--- src/rtl/seg7_scan.sv ---
// Time-multiplexed 7-segment driver: scans N_DIGITS digits on clk_10k ticks, with an anode-off
// gap between digits and frame-aligned commit of loaded values. Define SEG7_LZ_BLANK_EN to blank leading zeros.
module seg7_scan #(
    parameter int N_DIGITS       = 4,
    parameter int BLANK_CYC      = 16,
    parameter bit SEG_ACTIVE_LOW = 1'b1,
    parameter bit AN_ACTIVE_LOW  = 1'b1
) (
    input  logic                    clk_in,
    input  logic                    reset,
    input  logic                    clk_10k,
    input  logic                    load,
    input  logic [4*N_DIGITS-1:0]   value,
    input  logic [N_DIGITS-1:0]     dp_in,
    output logic [6:0]              seg,
    output logic                    dp,
    output logic [N_DIGITS-1:0]     an,
    output logic                    load_ack
);

    localparam int                IDX_W      = $clog2(N_DIGITS);
    localparam logic [1:0]        S_OFF      = 2'd0;
    localparam logic [1:0]        S_BLANK    = 2'd1;
    localparam logic [1:0]        S_ON       = 2'd2;
    localparam logic [9:0]        BLANK_LOAD = (BLANK_CYC > 0) ? 10'(BLANK_CYC - 1) : 10'd0;
    localparam logic [IDX_W-1:0]  IDX_LAST   = IDX_W'(N_DIGITS - 1);
    localparam logic [6:0]        SEG_OFF    = SEG_ACTIVE_LOW ? 7'h7F : 7'h00;
    localparam logic [N_DIGITS-1:0] AN_OFF   = AN_ACTIVE_LOW ? {N_DIGITS{1'b1}} : {N_DIGITS{1'b0}};
    localparam logic              DP_OFF     = SEG_ACTIVE_LOW;

    logic                    clk_d_reg;
    logic [1:0]              state_reg, state_next;
    logic [IDX_W-1:0]        idx_reg, idx_next;
    logic [9:0]              cnt_reg, cnt_next;
    logic [4*N_DIGITS-1:0]   disp_val_reg, pend_val_reg;
    logic [N_DIGITS-1:0]     disp_dp_reg, pend_dp_reg;
    logic                    pend_valid_reg;
    logic [6:0]              seg_reg, seg_next;
    logic                    dp_reg, dp_next;
    logic [N_DIGITS-1:0]     an_reg, an_next;
    logic                    load_ack_reg;

    logic                    tick, wrap, commit;
    logic [3:0]              nib [N_DIGITS];
    logic [N_DIGITS-1:0]     onehot;
    logic                    digit_lit;

    function automatic logic [6:0] hex7(input logic [3:0] h);
        case (h)
            4'h0: hex7 = 7'h3F;
            4'h1: hex7 = 7'h06;
            4'h2: hex7 = 7'h5B;
            4'h3: hex7 = 7'h4F;
            4'h4: hex7 = 7'h66;
            4'h5: hex7 = 7'h6D;
            4'h6: hex7 = 7'h7D;
            4'h7: hex7 = 7'h07;
            4'h8: hex7 = 7'h7F;
            4'h9: hex7 = 7'h6F;
            4'hA: hex7 = 7'h77;
            4'hB: hex7 = 7'h7C;
            4'hC: hex7 = 7'h39;
            4'hD: hex7 = 7'h5E;
            4'hE: hex7 = 7'h79;
            default: hex7 = 7'h71;
        endcase
    endfunction

    assign tick   = clk_10k & ~clk_d_reg;
    assign wrap   = (state_reg == S_ON) && tick && (idx_reg == IDX_LAST);
    assign commit = wrap && pend_valid_reg;

    generate
        for (genvar gi = 0; gi < N_DIGITS; gi++) begin : g_digit
            assign nib[gi]    = disp_val_reg[4*gi +: 4];
            assign onehot[gi] = (idx_reg == IDX_W'(gi));
        end
    endgenerate

`ifdef SEG7_LZ_BLANK_EN
    logic [N_DIGITS-1:0] nz;
    logic [N_DIGITS-1:0] keep;
    generate
        for (genvar gi = 0; gi < N_DIGITS; gi++) begin : g_lz
            assign nz[gi] = |nib[gi];
            // A digit stays lit if it or any more-significant digit is nonzero; digit 0 always lit.
            if (gi == 0) begin : g_lsd
                assign keep[gi] = 1'b1;
            end else begin : g_upper
                assign keep[gi] = |nz[N_DIGITS-1:gi];
            end
        end
    endgenerate
    assign digit_lit = keep[idx_reg];
`else
    assign digit_lit = 1'b1;
`endif

    always_comb begin
        state_next = state_reg;
        idx_next   = idx_reg;
        cnt_next   = cnt_reg;
        case (state_reg)
            S_OFF, S_ON: begin
                if (tick) begin
                    if (state_reg == S_ON) begin
                        idx_next = wrap ? '0 : idx_reg + IDX_W'(1);
                    end
                    if (BLANK_CYC == 0) begin
                        state_next = S_ON;
                    end else begin
                        state_next = S_BLANK;
                        cnt_next   = BLANK_LOAD;
                    end
                end
            end
            S_BLANK: begin
                if (cnt_reg == 10'd0) begin
                    state_next = S_ON;
                end else begin
                    cnt_next = cnt_reg - 10'd1;
                end
            end
            default: state_next = S_OFF;
        endcase
    end

    always_comb begin
        an_next  = AN_OFF;
        seg_next = SEG_OFF;
        dp_next  = DP_OFF;
        if (state_reg == S_ON) begin
            an_next  = AN_ACTIVE_LOW ? ~onehot : onehot;
            dp_next  = SEG_ACTIVE_LOW ? ~disp_dp_reg[idx_reg] : disp_dp_reg[idx_reg];
            if (digit_lit) begin
                seg_next = SEG_ACTIVE_LOW ? ~hex7(nib[idx_reg]) : hex7(nib[idx_reg]);
            end
        end
    end

    always_ff @(posedge clk_in or posedge reset) begin
        if (reset) begin
            clk_d_reg <= 1'b0;
            state_reg <= S_OFF;
            idx_reg   <= '0;
            cnt_reg   <= 10'd0;
            an_reg    <= AN_OFF;
            seg_reg   <= SEG_OFF;
            dp_reg    <= DP_OFF;
        end else begin
            clk_d_reg <= clk_10k;
            state_reg <= state_next;
            idx_reg   <= idx_next;
            cnt_reg   <= cnt_next;
            an_reg    <= an_next;
            seg_reg   <= seg_next;
            dp_reg    <= dp_next;
        end
    end

    // A load coinciding with a commit lands in pending after the old pending is displayed.
    always_ff @(posedge clk_in or posedge reset) begin
        if (reset) begin
            disp_val_reg   <= '0;
            disp_dp_reg    <= '0;
            pend_val_reg   <= '0;
            pend_dp_reg    <= '0;
            pend_valid_reg <= 1'b0;
            load_ack_reg   <= 1'b0;
        end else begin
            load_ack_reg <= commit;
            if (commit) begin
                disp_val_reg <= pend_val_reg;
                disp_dp_reg  <= pend_dp_reg;
            end
            if (load) begin
                pend_val_reg   <= value;
                pend_dp_reg    <= dp_in;
                pend_valid_reg <= 1'b1;
            end else if (commit) begin
                pend_valid_reg <= 1'b0;
            end
        end
    end

    assign an       = an_reg;
    assign seg      = seg_reg;
    assign dp       = dp_reg;
    assign load_ack = load_ack_reg;

endmodule

--- config.mk ---
export PLATFORM = sky130hd
export DESIGN_NAME = seg7_scan
export DESIGN_NICKNAME = d
export VERILOG_FILES = /design/src/rtl/seg7_scan.sv
export SDC_FILE = /design/constraint.sdc
export NUM_CORES = 1
export LEC_CHECK = 0
export BUFFER_PORTS_ARGS = -buffer_cell sky130_fd_sc_hd__buf_2
export CAP_MARGIN = 40
export CORE_MARGIN = 4
export CORE_UTILIZATION = 27
export DETAILED_ROUTE_END_ITERATION = 6
export GPL_TIMING_DRIVEN = 0
export SLEW_MARGIN = 25
export SYNTH_ARGS = -nofsm -noshare
export SYNTH_HDL_FRONTEND = slang
export SYNTH_SLANG_ARGS = --single-unit
--- constraint.sdc ---
create_clock -name clk_in -period 2.6 [get_ports clk_in]
set_input_delay 0.52 -clock clk_in [delete_from_list [all_inputs] [get_ports clk_in]]
set_output_delay 0.52 -clock clk_in [all_outputs]
set_load 0.005 [all_outputs]
# == Word level (Yosys, flattened, before mapping) ==
# Memory sizes are Yosys's and may differ from the RTL's.
# Cells that the tools add are included.
# totals
input_bits,24
n_memories,1
latch_bits,0
mem_bits_rw,0
romBits,112
regBits,69
output_inout_bits,13
# op_classes
n_bitwise,6
n_mul,0
shift,0
n_eq_ne,8
magnitude_cmp,2
muxes,18
div_mod_pow,0
addsub,2
reduce_logical,12
# mem_list
name,words,word_bits,rd,rd_clocked_by_memory_dff,write_ports,line,text
(name not given),16,7,1,0,0,49,case (h)
# op_table
op,count
10-bit two-way mux,2
10-bit one-hot mux with 2 select lines,1
7-bit two-way mux,2
4-bit two-way mux,3
10-bit logical NOT,1
10-bit by 1-bit subtractor with 10-bit output (second input constant),1
4-bit binary-select mux with 2-bit select,1
7-bit inverter,1
2-bit == test (second input constant),3
2-bit two-way mux,3
2-bit != test (second input constant),3
3-bit AND reduction,2
2-bit by 1-bit == test with 1-bit output (second input constant),2
2-bit logical NOT,2
1-bit two-way mux,4
4-bit inverter,1
2-bit one-hot mux with 2 select lines,1
2-bit nonzero test,2
3-bit >= comparator (second input constant),1
1-bit logical AND,3
2-bit by 3-bit < comparator with 1-bit output (second input constant),1
2-bit inverter with 3-bit output,1
2-bit by 1-bit adder with 2-bit output (second input constant),1
1-bit binary-select mux with 2-bit select,1
4 further kinds,5

# == Logic depth before layout (Yosys ltp) ==
# Gate-level depths: netlist of run 1.
# An unclocked memory read counts as a cell.
# depth
depth_word,8
mapped_depth,8
depth_no_buf,7

# == Least setup slack after synthesis of run 1 ==
# No wires, ideal clock.
# synth_path
path_type,register to register
from,register idx_reg[0]
to,"register seg_reg[0], in the netlist seg[0]"
t_arrival_ns,1.958
stages_incl_launch_ff,7
path_slack_ns,0.561
setup_time_ns,0.081
required_time_ns,2.519
cell_sequence,dfrtp_1 > buf_2 > mux4_2 > ha_1 > or3b_2 > o221ai_1 > nand2_1
# synth_between
elab_chain_len,8
# synth_rtl
element,line,text
"start, declared",33,"logic [IDX_W-1:0] idx_reg, idx_next;"
"start signal, assigned",153,idx_reg <= idx_next;
2-bit inverter with 3-bit output,-,
4-bit binary-select mux with 2-bit select,-,
4-bit two-way mux (2 in series),-,
memory read 16 x 7 bit,-,
7-bit two-way mux,132,if (state_reg == S_ON) begin
7-bit inverter,136,seg_next = SEG_ACTIVE_LOW ? ~hex7(nib[idx_reg]) : hex7(nib[idx_reg]);
7-bit two-way mux,132,
named net seg_next[0],38,"logic [6:0] seg_reg, seg_next;"
"end signal, assigned",156,seg_reg <= seg_next;
"end, declared",38,
# The timed path passes the listed nets, and every way through them passes these cells. The select of a mux whose other input is x is not followed.
# A chain may end at the register's enable or synchronous reset.

# == Worst setup path after layout of run 1 ==
# Same ends and word-level chain as after synthesis.

==> results of run 1 <==
## critical path: stages (launching register included)
cell and delay (ns):
dfrtp_1 0.37, buf_2 0.25, mux4_2 0.60, ha_1 0.28, or3b_2 0.47, o221ai_1 0.09, nand2_1 0.09
## power by group
group / switching, uW / internal (uW) / leakage, uW
Sequential: 113 / 1210 / 0.000841
Combinational: 272 / 248 / 0.000670
Clock: 517 / 681 / 0.000149
Total: 902 / 2140 / 0.00166
## layer usage
layer  wire length (um)  vias to the layer above  GRT usage [%]  part of all wire [%]
met5                  0                        -              0                     0
met4                124                        0           4.62                   2.2
met1               2640                      964           12.6                    46
met2               2690                       37           14.3                    47
li1                   -                      936              -                     -
met3                247                       11           3.32                   4.3
## area by class of cell
| cell class | instances | area, um^2 | share of cell area (%) |
|---|---|---|---|
| Buffer | 10 | 43.8 | 1.16 |
| Sequential cell | 69 | 1740 | 46.2 |
| Clock buffer | 9 | 225 | 5.98 |
| Timing Repair Buffer | 37 | 208 | 5.51 |
| Multi-Input combinational cell | 147 | 1260 | 33.4 |
| Inverter | 10 | 40.0 | 1.06 |
| Tap cell | 140 | 175 | 4.65 |
| Clock inverter | 7 | 76.3 | 2.03 |
## cells by family after synthesis
family | synth area share, %
xor gates and xnor gates | 0.853
adders and majority gates | 4.47
DFF | 56.5
muxes | 19.9
AOI/OAI and AO/OA | 6.17
buffers and inverters | 2.64
and+or+nand+nor | 9.42
## metrics by stage
step | power, uW | TNS, ns | std cells
global route | 3230 | 0 | 429
detailed placement | 1860 | 0 | 413
floorplan | 1720 | 0 | 236
finish | 3040 | 0 | 429
CTS | 3080 | 0 | 429
global placement | 1830 | -26.17 | 412
## layout by cell type, fill, tap and decap left out, types with 7 or more instances in the layout
cell type,n
ha_1,11
dfstp_2,12
mux2_2,40
nor2_1,11
buf_2,40
clkbuf_16,9
inv_1,9
o21ai_0,7
dfrtp_1,57
nand2_1,15
## worst max-delay path by stage
stage	from	endpoint	slack, ns	cells after the start
floorplan	reset	clk_d_reg$_DFF_PP0_	0.36	1
global placement	reset	pend_val_reg[6]$_DFFE_PP0P_	-0.46	2
detailed placement	idx_reg[0]$_DFFE_PP0P_	seg[0]$_DFF_PP1_	0.36	6
CTS	idx_reg[0]$_DFFE_PP0P_	seg[0]$_DFF_PP1_	0.35	6
global route	idx_reg[0]$_DFFE_PP0P_	seg[0]$_DFF_PP1_	0.24	6
finish	idx_reg[0]$_DFFE_PP0P_	seg[0]$_DFF_PP1_	0.38	6
==> flow_metrics.env, run 1 <==
export IMPL_status="completed"
export IMPL_fp_dieArea_um2=13200
export IMPL_cts_buffers=9
export IMPL_cts_root_buf="clkbuf_16"
export IMPL_worst_slew_pin_slew_ns=0.647
export IMPL_cts_hold_buf=0
export IMPL_ys_types=41
export IMPL_cap_violations=0
export IMPL_place_ws_ns=0.361
export IMPL_antenna_found_initial=0
export IMPL_finalCritPeriodShare_pct=85.5
export IMPL_cts_tree="done"
export IMPL_final_layout_size_suffix_gt1_share_pct=42.2
export IMPL_layout_setup_ws_ns=0.376
export IMPL_die_y_um=115
export IMPL_irDropWorstVdd_v=0.000383
export IMPL_grt_ovfl_total=0
export IMPL_drcViolationCount=0
export IMPL_num_rows=38
export IMPL_synth_edf_count=0
export IMPL_clockBufferDepth=2
export IMPL_fill_cells=1058
export IMPL_port_buffers=36
export IMPL_antennaDiodeCount=0
export IMPL_fin_crit_ns=2.22
export IMPL_routed_wl_mm=5.70
export IMPL_r2r_setup_slack_ns=0.38
export IMPL_grt_usage_pct=9.61
export IMPL_viasPerCell=4.54
export IMPL_r2r_start="idx_reg[0]$_DFFE_PP0P_"
export IMPL_r2r_end="seg[0]$_DFF_PP1_"
export IMPL_synth_seq_cells=69
export IMPL_firstDrtPassIters=4
export IMPL_syn_instance_count=236
export IMPL_synth_commonest_cells="dfrtp_1 (57), mux2_2 (40), nand2_1 (15), dfstp_2 (12)"
export IMPL_yosysMostFrequentCell="dfrtp_1"
export IMPL_htreeDepth=3
export IMPL_cp_data_arrival_time_ns=2.48
export IMPL_yosysSeqAreaShare_pct=56.5
export IMPL_syn_area_per_cell_um2=13.1
export IMPL_setup_viol=0
export IMPL_clkLatencyLatePin_ns=0.34
export IMPL_hold_viol=0
export IMPL_clk_pin_slew_ns=0.06
export IMPL_p_per_area_nw_per_um2=807
export IMPL_cts_sinks=69
export IMPL_ios=37
export IMPL_synthesis_nets=271
export IMPL_syn2layout_area_growth_pct=22.3
export IMPL_worst_path_max_fanout=7
export IMPL_drt_initial_drc_count=59
export IMPL_fp_coreArea_um2=11000
export IMPL_ys_top_cells_by_area="dfrtp_1 (46%), mux2_2 (15%), dfstp_2 (10%), ha_1 (4.5%), mux4_2 (3.7%)"
export IMPL_netlist_area_um2=3080
export IMPL_whs_ns=0.143
export IMPL_postCtsResizedCells=0
export IMPL_synth_flop_cell="dfrtp_1"
export IMPL_yosysTopAreaCell="dfrtp_1"
export IMPL_grt_pass1_wl_mm=9.86
export IMPL_ant_nets=0
export IMPL_yosysTopAreaCellShare_pct=46.3
export IMPL_vias=1948
export IMPL_fin_worst_skew_ns=0.00707
export IMPL_slew_headroom_pct=56.9
export IMPL_slew_viol_final=0
export IMPL_post_cts_buffers=0
export IMPL_end_kind="flop"
export IMPL_min_path_type="in -> async"
export IMPL_async_flop_share_pct=100
export IMPL_dp_hpwl_mm=4.18
export IMPL_yosys_warnings=0
export IMPL_max_freq_mhz=450
export IMPL_final_nets=319
export IMPL_grt_pass1_vias=1982
export IMPL_required_ns=2.85
export IMPL_grt_max_degree=49
export IMPL_chipWidth_um=115
export IMPL_dpl_cell_area_um2=3470
export IMPL_wl_per_cell_um=13.3
export IMPL_initial_utilization_pct=28.0
export IMPL_final_util_pct=34.3
export IMPL_crit_type="reg -> reg"
export IMPL_power_leakage_uw=0.00166
export IMPL_worstSetupStartpointType="flop"
export IMPL_fin_area_um2=3770
export IMPL_gp_congestion=0.809
export IMPL_rr_worst_depth=6
export IMPL_rsz0062_at_grt="false"
(Power assumes the default switching activity.)
==> run 2: changes to the inputs <==
--- a/config.mk
+++ b/config.mk
@@ -10,7 +10,6 @@
 export CORE_MARGIN = 4
 export CORE_UTILIZATION = 27
 export DETAILED_ROUTE_END_ITERATION = 6
-export GPL_TIMING_DRIVEN = 0
 export SLEW_MARGIN = 25
 export SYNTH_ARGS = -nofsm -noshare
 export SYNTH_HDL_FRONTEND = slang
==> run 2 against run 1 <==
Critical path type unchanged. Critical path depth decreased by 1. Maximum frequency grew 7.6%. Via count down 3.6%. Non-clock buffer count shrank 7. Wire length shrank 1.4%. Largest power group unchanged. Setup slack improved by 0.16 ns. Design area shrank 1.4%.
==> flow_metrics.env, run 2 (synthesis gave the netlist of run 1 again) <==
export IMPL_rr_worst_depth=5
export IMPL_switchingPower_uw=784
export IMPL_layout_common_cells="dfrtp_1 (57), mux2_2 (40), buf_2 (36)"
export IMPL_p_int_uw=2170
export IMPL_ios=37
export IMPL_crit_end="seg[0]$_DFF_PP1_"
export IMPL_fin_area_um2=3710
export IMPL_slew_headroom_pct=64.8
export IMPL_port_buffers=36
export IMPL_dpl_cell_count=406
export IMPL_grt_usage_pct=9.50
export IMPL_vias=1878
export IMPL_setup_viol=0
export IMPL_finalCritPeriodShare_pct=79.5
export IMPL_viasPerCell=4.46
export IMPL_drcViolationCount=0
export IMPL_power_leakage_uw=0.00164
export IMPL_r2r_end="seg[0]$_DFF_PP1_"
export IMPL_grt_max_degree=46
export IMPL_final_nets=312
export IMPL_final_common_cell="dfrtp_1"
export IMPL_end_kind="flop"
export IMPL_fin_worst_skew_ns=0.00770
export IMPL_pwr_share_comb_pct=17.2
export IMPL_worst_slew_pin_slew_ns=0.523
export IMPL_clkPwrFrac_pct=38.0
export IMPL_syn2layout_area_growth_pct=20.6
export IMPL_p_total_uw=2950
export IMPL_routed_wl_mm=5.62
export IMPL_gp_congestion=0.877
export IMPL_final_layout_size_suffix_gt1_share_pct=41.6
export IMPL_power_frac_seq_pct=44.8
export IMPL_final_cells=421
export IMPL_min_path_type="in -> async"
export IMPL_max_freq_mhz=484
export IMPL_slew_viol_final=0
export IMPL_htreeDepth=3
export IMPL_required_ns=2.84
export IMPL_die_y_um=115
export IMPL_p_sw_share_pct=26.6
export IMPL_grt_pass1_vias=1969
export IMPL_grt_pass1_wl_mm=9.79
export IMPL_r2r_start="idx_reg[1]$_DFFE_PP0P_"
export IMPL_hold_viol=0
export IMPL_crit_start="idx_reg[1]$_DFFE_PP0P_"
export IMPL_postCtsResizedCells=0
export IMPL_initial_utilization_pct=28.0
export IMPL_ant_nets=0
export IMPL_cts_root_buf="clkbuf_16"
export IMPL_fin_tns_setup_ns=0
export IMPL_antennaDiodeCount=0
export IMPL_chipWidth_um=115
export IMPL_irDropWorstVdd_v=0.000396
export IMPL_fp_coreArea_um2=11000
export IMPL_fin_crit_ns=2.07
export IMPL_clockBufferDepth=2
export IMPL_grt_ovfl_total=0
export IMPL_p_per_area_nw_per_um2=795
export IMPL_cap_violations=0
export IMPL_drt_initial_drc_count=58
export IMPL_num_rows=38
export IMPL_cts_buffers=9
export IMPL_r2r_setup_slack_ns=0.53
export IMPL_dp_hpwl_mm=4.11
export IMPL_cp_data_arrival_time_ns=2.31
export IMPL_status="completed"
export IMPL_firstDrtPassIters=4
export IMPL_post_cts_buffers=0
export IMPL_clkLatencyLatePin_ns=0.32
export IMPL_worstSetupStartpointType="flop"
export IMPL_crit_type="reg -> reg"
export IMPL_wl_per_cell_um=13.3
export IMPL_rsz0062_at_grt="false"
export IMPL_cts_sinks=69
export IMPL_worst_path_max_fanout=8
export IMPL_antenna_found_initial=0
export IMPL_cts_tree="done"
export IMPL_cts_hold_buf=0
export IMPL_fp_dieArea_um2=13200
export IMPL_dpl_cell_area_um2=3430
export IMPL_clk_pin_slew_ns=0.05
-- run 2: worst min path at each step --
stage	from	end	slack, ns	cells past startpoint
2_1_floorplan	pend_valid_reg$_DFFE_PP0P_	pend_valid_reg$_DFFE_PP0P_	0.45	1
3_3_place_gp	pend_valid_reg$_DFFE_PP0P_	pend_valid_reg$_DFFE_PP0P_	0.46	1
3_5_place_dp	pend_valid_reg$_DFFE_PP0P_	pend_valid_reg$_DFFE_PP0P_	0.48	1
4_1_cts	reset	clk_d_reg$_DFF_PP0_	0.24	2
5_1_grt	reset	clk_d_reg$_DFF_PP0_	0.28	2
6_report	reset	clk_d_reg$_DFF_PP0_	0.23	2
-- run 2: layout make-up --
type,instances,area (um^2)
Fill cell,1082,7270
Sequential cell,69,1740
Multi-Input combinational cell,147,1260
Clock buffer,14,274
Timing Repair Buffer,40,223
Tap cell,140,175
Inverter,10,37.5
Clock inverter,1,5.00
-- run 2: critical path, stage by stage, from the launching register on --
cell and delay (ns):
dfrtp_1 0.51, mux4_2 0.61, ha_1 0.25, or3b_2 0.46
o221ai_1 0.08, nand2_1 0.08
-- run 2: through the flow --
step                setup WS, ns  util [%]  hold WS (ns)
global placement           0.548      31.3         0.461
CTS                        0.511      33.8         0.244
finish                     0.533      33.8         0.234
global route               0.415      33.8         0.282
floorplan                  0.360         -         0.451
detailed placement         0.522      31.3         0.477
-- run 2: metal layers --
| metal | vias up | track usage (%) | part of all wire (%) |
|---|---|---|---|
| met3 | 8 | 3.68 | 4.3 |
| met2 | 32 | 14.6 | 47 |
| met1 | 919 | 12.4 | 48 |
| met5 | - | 0 | 0 |
| met4 | 0 | 3.05 | 0.98 |
| li1 | 919 | - | - |
-- run 2: power groups by stage --
stage	clock, uW	combinational [uW]	sequential [uW]
final	1120	507	1320
after global routing	1210	586	1350
after CTS	1160	517	1320
after detailed placement	0	513	1340
after global placement	0	501	1330
after floorplan	0	413	1310
==> run 3: changes to the inputs <==
--- a/config.mk
+++ b/config.mk
@@ -5,6 +5,7 @@
 export SDC_FILE = /design/constraint.sdc
 export NUM_CORES = 1
 export LEC_CHECK = 0
+export ABC_AREA = 1
 export BUFFER_PORTS_ARGS = -buffer_cell sky130_fd_sc_hd__buf_2
 export CAP_MARGIN = 40
 export CORE_MARGIN = 4
==> constraint.sdc (replaced) <==
create_clock -name clk_in -period 1.8 [get_ports clk_in]
set_input_delay 0.36 -clock clk_in [delete_from_list [all_inputs] [get_ports clk_in]]
set_output_delay 0.36 -clock clk_in [all_outputs]
set_load 0.005 [all_outputs]
==> run 3 against run 2 <==
Clock-buffer cell count decreased by 5. Power increased by 81%. Via count increased by 31%. Largest power group unchanged. Highest routed layer unchanged.
==> flow_metrics.env, run 3 <==
export IMPL_status="completed"
export IMPL_slew_headroom_pct=75.0
export IMPL_initial_utilization_pct=27.9
export IMPL_cts_tree="done"
export IMPL_routed_wl_mm=6.46
export IMPL_finalCritPeriodShare_pct=91.6
export IMPL_yosysSeqAreaShare_pct=54.1
export IMPL_ys_types=28
export IMPL_netlist_area_um2=3220
export IMPL_dpl_cell_area_um2=3600
export IMPL_fin_crit_ns=1.65
export IMPL_slew_viol_final=0
export IMPL_drcViolationCount=0
export IMPL_layout_common_cells="nand2_1 (111), dfrtp_1 (56), o21ai_0 (43)"
export IMPL_multi_input_area_um2=1260
export IMPL_syn_instance_count=374
export IMPL_grt_pass1_wl_mm=11.1
export IMPL_power_frac_seq_pct=36.7
export IMPL_grt_ovfl_total=0
export IMPL_crit_chain="inv_2 > nand2_1 > nand2_1 > nand2_1 > nand2_2 > inv_1 > ha_1 > o21ai_0 > nand2_1 > nand3_1"
export IMPL_ant_nets=0
export IMPL_p_sw_share_pct=33.7
export IMPL_worst_path_max_fanout=8
export IMPL_min_path_type="in -> async"
export IMPL_dp_hpwl_mm=4.62
export IMPL_yosysMostFrequentCell="nand2_1"
export IMPL_p_int_uw=3540
export IMPL_worstSetupStartpointType="flop"
export IMPL_power_leakage_uw=0.00195
export IMPL_end_kind="flop"
export IMPL_fill_cells=1184
export IMPL_crit_family="flip-flops"
export IMPL_async_flop_share_pct=100
export IMPL_crit_type="reg -> reg"
export IMPL_viasPerCell=4.32
export IMPL_firstDrtPassIters=4
export IMPL_crit_buf_inv=2
export IMPL_p_per_area_nw_per_um2=1340
export IMPL_cts_sinks=69
export IMPL_pwr_share_comb_pct=27.8
export IMPL_syn2layout_area_growth_pct=23.5
export IMPL_fp_coreArea_um2=11600
export IMPL_cts_buffers=9
export IMPL_port_buffers=36
export IMPL_chipWidth_um=117
export IMPL_antennaDiodeCount=0
export IMPL_synth_edf_count=0
export IMPL_critPathMaxStageDelay_ns=0.46
export IMPL_yosysTopAreaCellShare_pct=44.3
export IMPL_crit_start="idx_reg[0]$_DFFE_PP0P_"
export IMPL_syn_area_per_cell_um2=8.61
export IMPL_clkPwrFrac_pct=35.5
export IMPL_max_freq_mhz=606
export IMPL_cts_hold_buf=0
export IMPL_final_common_cell="nand2_1"
export IMPL_final_layout_size_suffix_gt1_share_pct=25.0
export IMPL_worst_slew_pin_slew_ns=0.375
export IMPL_die_y_um=117
export IMPL_vias=2467
export IMPL_cpMaxStageDelayCell="dfrtp_2"
export IMPL_yosys_warnings=0
export IMPL_synth_flop_cell="dfrtp_1"
export IMPL_clkLatencyLatePin_ns=0.33
export IMPL_gp_congestion=0.785
export IMPL_fin_area_um2=3980
export IMPL_clockBufferDepth=2
export IMPL_synth_seq_cells=69
export IMPL_cap_violations=0
export IMPL_switchingPower_uw=1800
export IMPL_fin_worst_skew_ns=0.00696
export IMPL_ios=37
export IMPL_r2r_start="idx_reg[0]$_DFFE_PP0P_"
export IMPL_grt_max_degree=70
export IMPL_drt_initial_drc_count=119
export IMPL_final_nets=458
export IMPL_grt_usage_pct=10.4
export IMPL_fin_tns_setup_ns=0
export IMPL_yosysTopAreaCell="dfrtp_1"
export IMPL_htreeDepth=3
export IMPL_irDropWorstVdd_v=0.000438
export IMPL_antenna_found_initial=0
export IMPL_required_ns=2.07
export IMPL_fp_dieArea_um2=13700
export IMPL_setup_viol=0
export IMPL_synthesis_nets=409
export IMPL_cts_root_buf="clkbuf_16"
export IMPL_clk_pin_slew_ns=0.06
export IMPL_hold_viol=0
export IMPL_regArea_um2=1740
export IMPL_synth_commonest_cells="nand2_1 (114), dfrtp_1 (57), inv_1 (43), o21ai_0 (43), nand3_1 (28)"
export IMPL_ys_top_cells_by_area="dfrtp_1 (44%), nand2_1 (13%), dfstp_2 (9.8%), o21ai_0 (6.7%), inv_1 (5.0%)"
export IMPL_wl_per_cell_um=11.3
export IMPL_grt_pass1_vias=2432
export IMPL_rsz0062_at_grt="false"
export IMPL_num_rows=39
export IMPL_crit_top_cell="nand2_1"
export IMPL_cp_data_arrival_time_ns=1.92
[run 3: metal layers]
layer,GRT usage [%],up-vias,routed length [um]
met2,15.7,41,2940
met3,2.52,11,255
met5,0,-,0
li1,-,1281,-
met4,5.89,0,138
met1,13.7,1134,3130
[run 3: kinds of logic after synthesis]
logic type                 after synthesis  synth area share (%)
buffers and inverters                   57                  7.38
DFF                                     69                  54.1
and+or+nand+nor                        174                  22.6
muxes                                    1                 0.349
adders and majority gates               11                  4.27
AOI/OAI and AO/OA                       60                  10.8
xor gates and xnor gates                 2                 0.544
[run 3: worst paths after layout]
check | end | cells past startpoint | slack, ns
worst min-delay path | cnt_reg[2]$_DFFE_PP0P_ | 3 | 0.11
worst min register to register | disp_dp_reg[2]$_DFFE_PP0P_ | 2 | 0.48
min in group clk_in | clk_d_reg$_DFF_PP0_ | 1 | 0.15
max in group asynchronous | dp$_DFF_PP1_ | 3 | 1.36
worst max-delay path | seg[3]$_DFF_PP1_ | 10 | 0.15
worst max register to register | seg[3]$_DFF_PP1_ | 10 | 0.15
[run 3: power by group through the flow]
stage | clock [uW] | combinational [uW] | sequential (uW)
CTS | 1950 | 1430 | 1960
floorplan | 0 | 1100 | 1960
global route | 2020 | 1740 | 1990
global placement | 0 | 1380 | 1980
detailed placement | 0 | 1420 | 1990
finish | 1900 | 1490 | 1960
[run 3: worst register-to-register path, delay by kind of cell, from the launching register on]
kind	cells	cell delay [ns]
AO/OA/AOI/OAI	1	0.17
AND/OR/NAND/NOR	6	0.46
adder cells (fa/ha/maj)	1	0.30
buffers and inverters	2	0.20
flip-flops	1	0.46
[run 3: per-stage QoR]
step	power (uW)	setup WS (ns)	util [%]	std cells	hold slack, ns
2_1_floorplan	3060	0.194	-	374	0.391
3_3_place_gp	3360	0.0860	31.2	552	0.467
3_5_place_dp	3410	0.0211	31.2	552	0.477
4_1_cts	5340	0.0328	34.0	568	0.137
5_1_grt	5750	0.0245	34.4	571	0.141
6_report	5350	0.151	34.4	571	0.106
[run 3: timing repair]
| item | CTS | global route |
|---|---|---|
| setup endpoints to repair | 0 | 34 |
| resized for setup | 0 | 10 |
| setup buffers | 0 | 3 |
[run 3: final cells by class]
type                            instances  share of cell area (%)
Clock buffer                            9                    5.66
Clock inverter                          7                    2.52
Multi-Input combinational cell        248                    31.8
Timing Repair Buffer                   48                    7.11
Inverter                               47                    4.59
Sequential cell                        69                    43.8
Tap cell                              143                    4.50
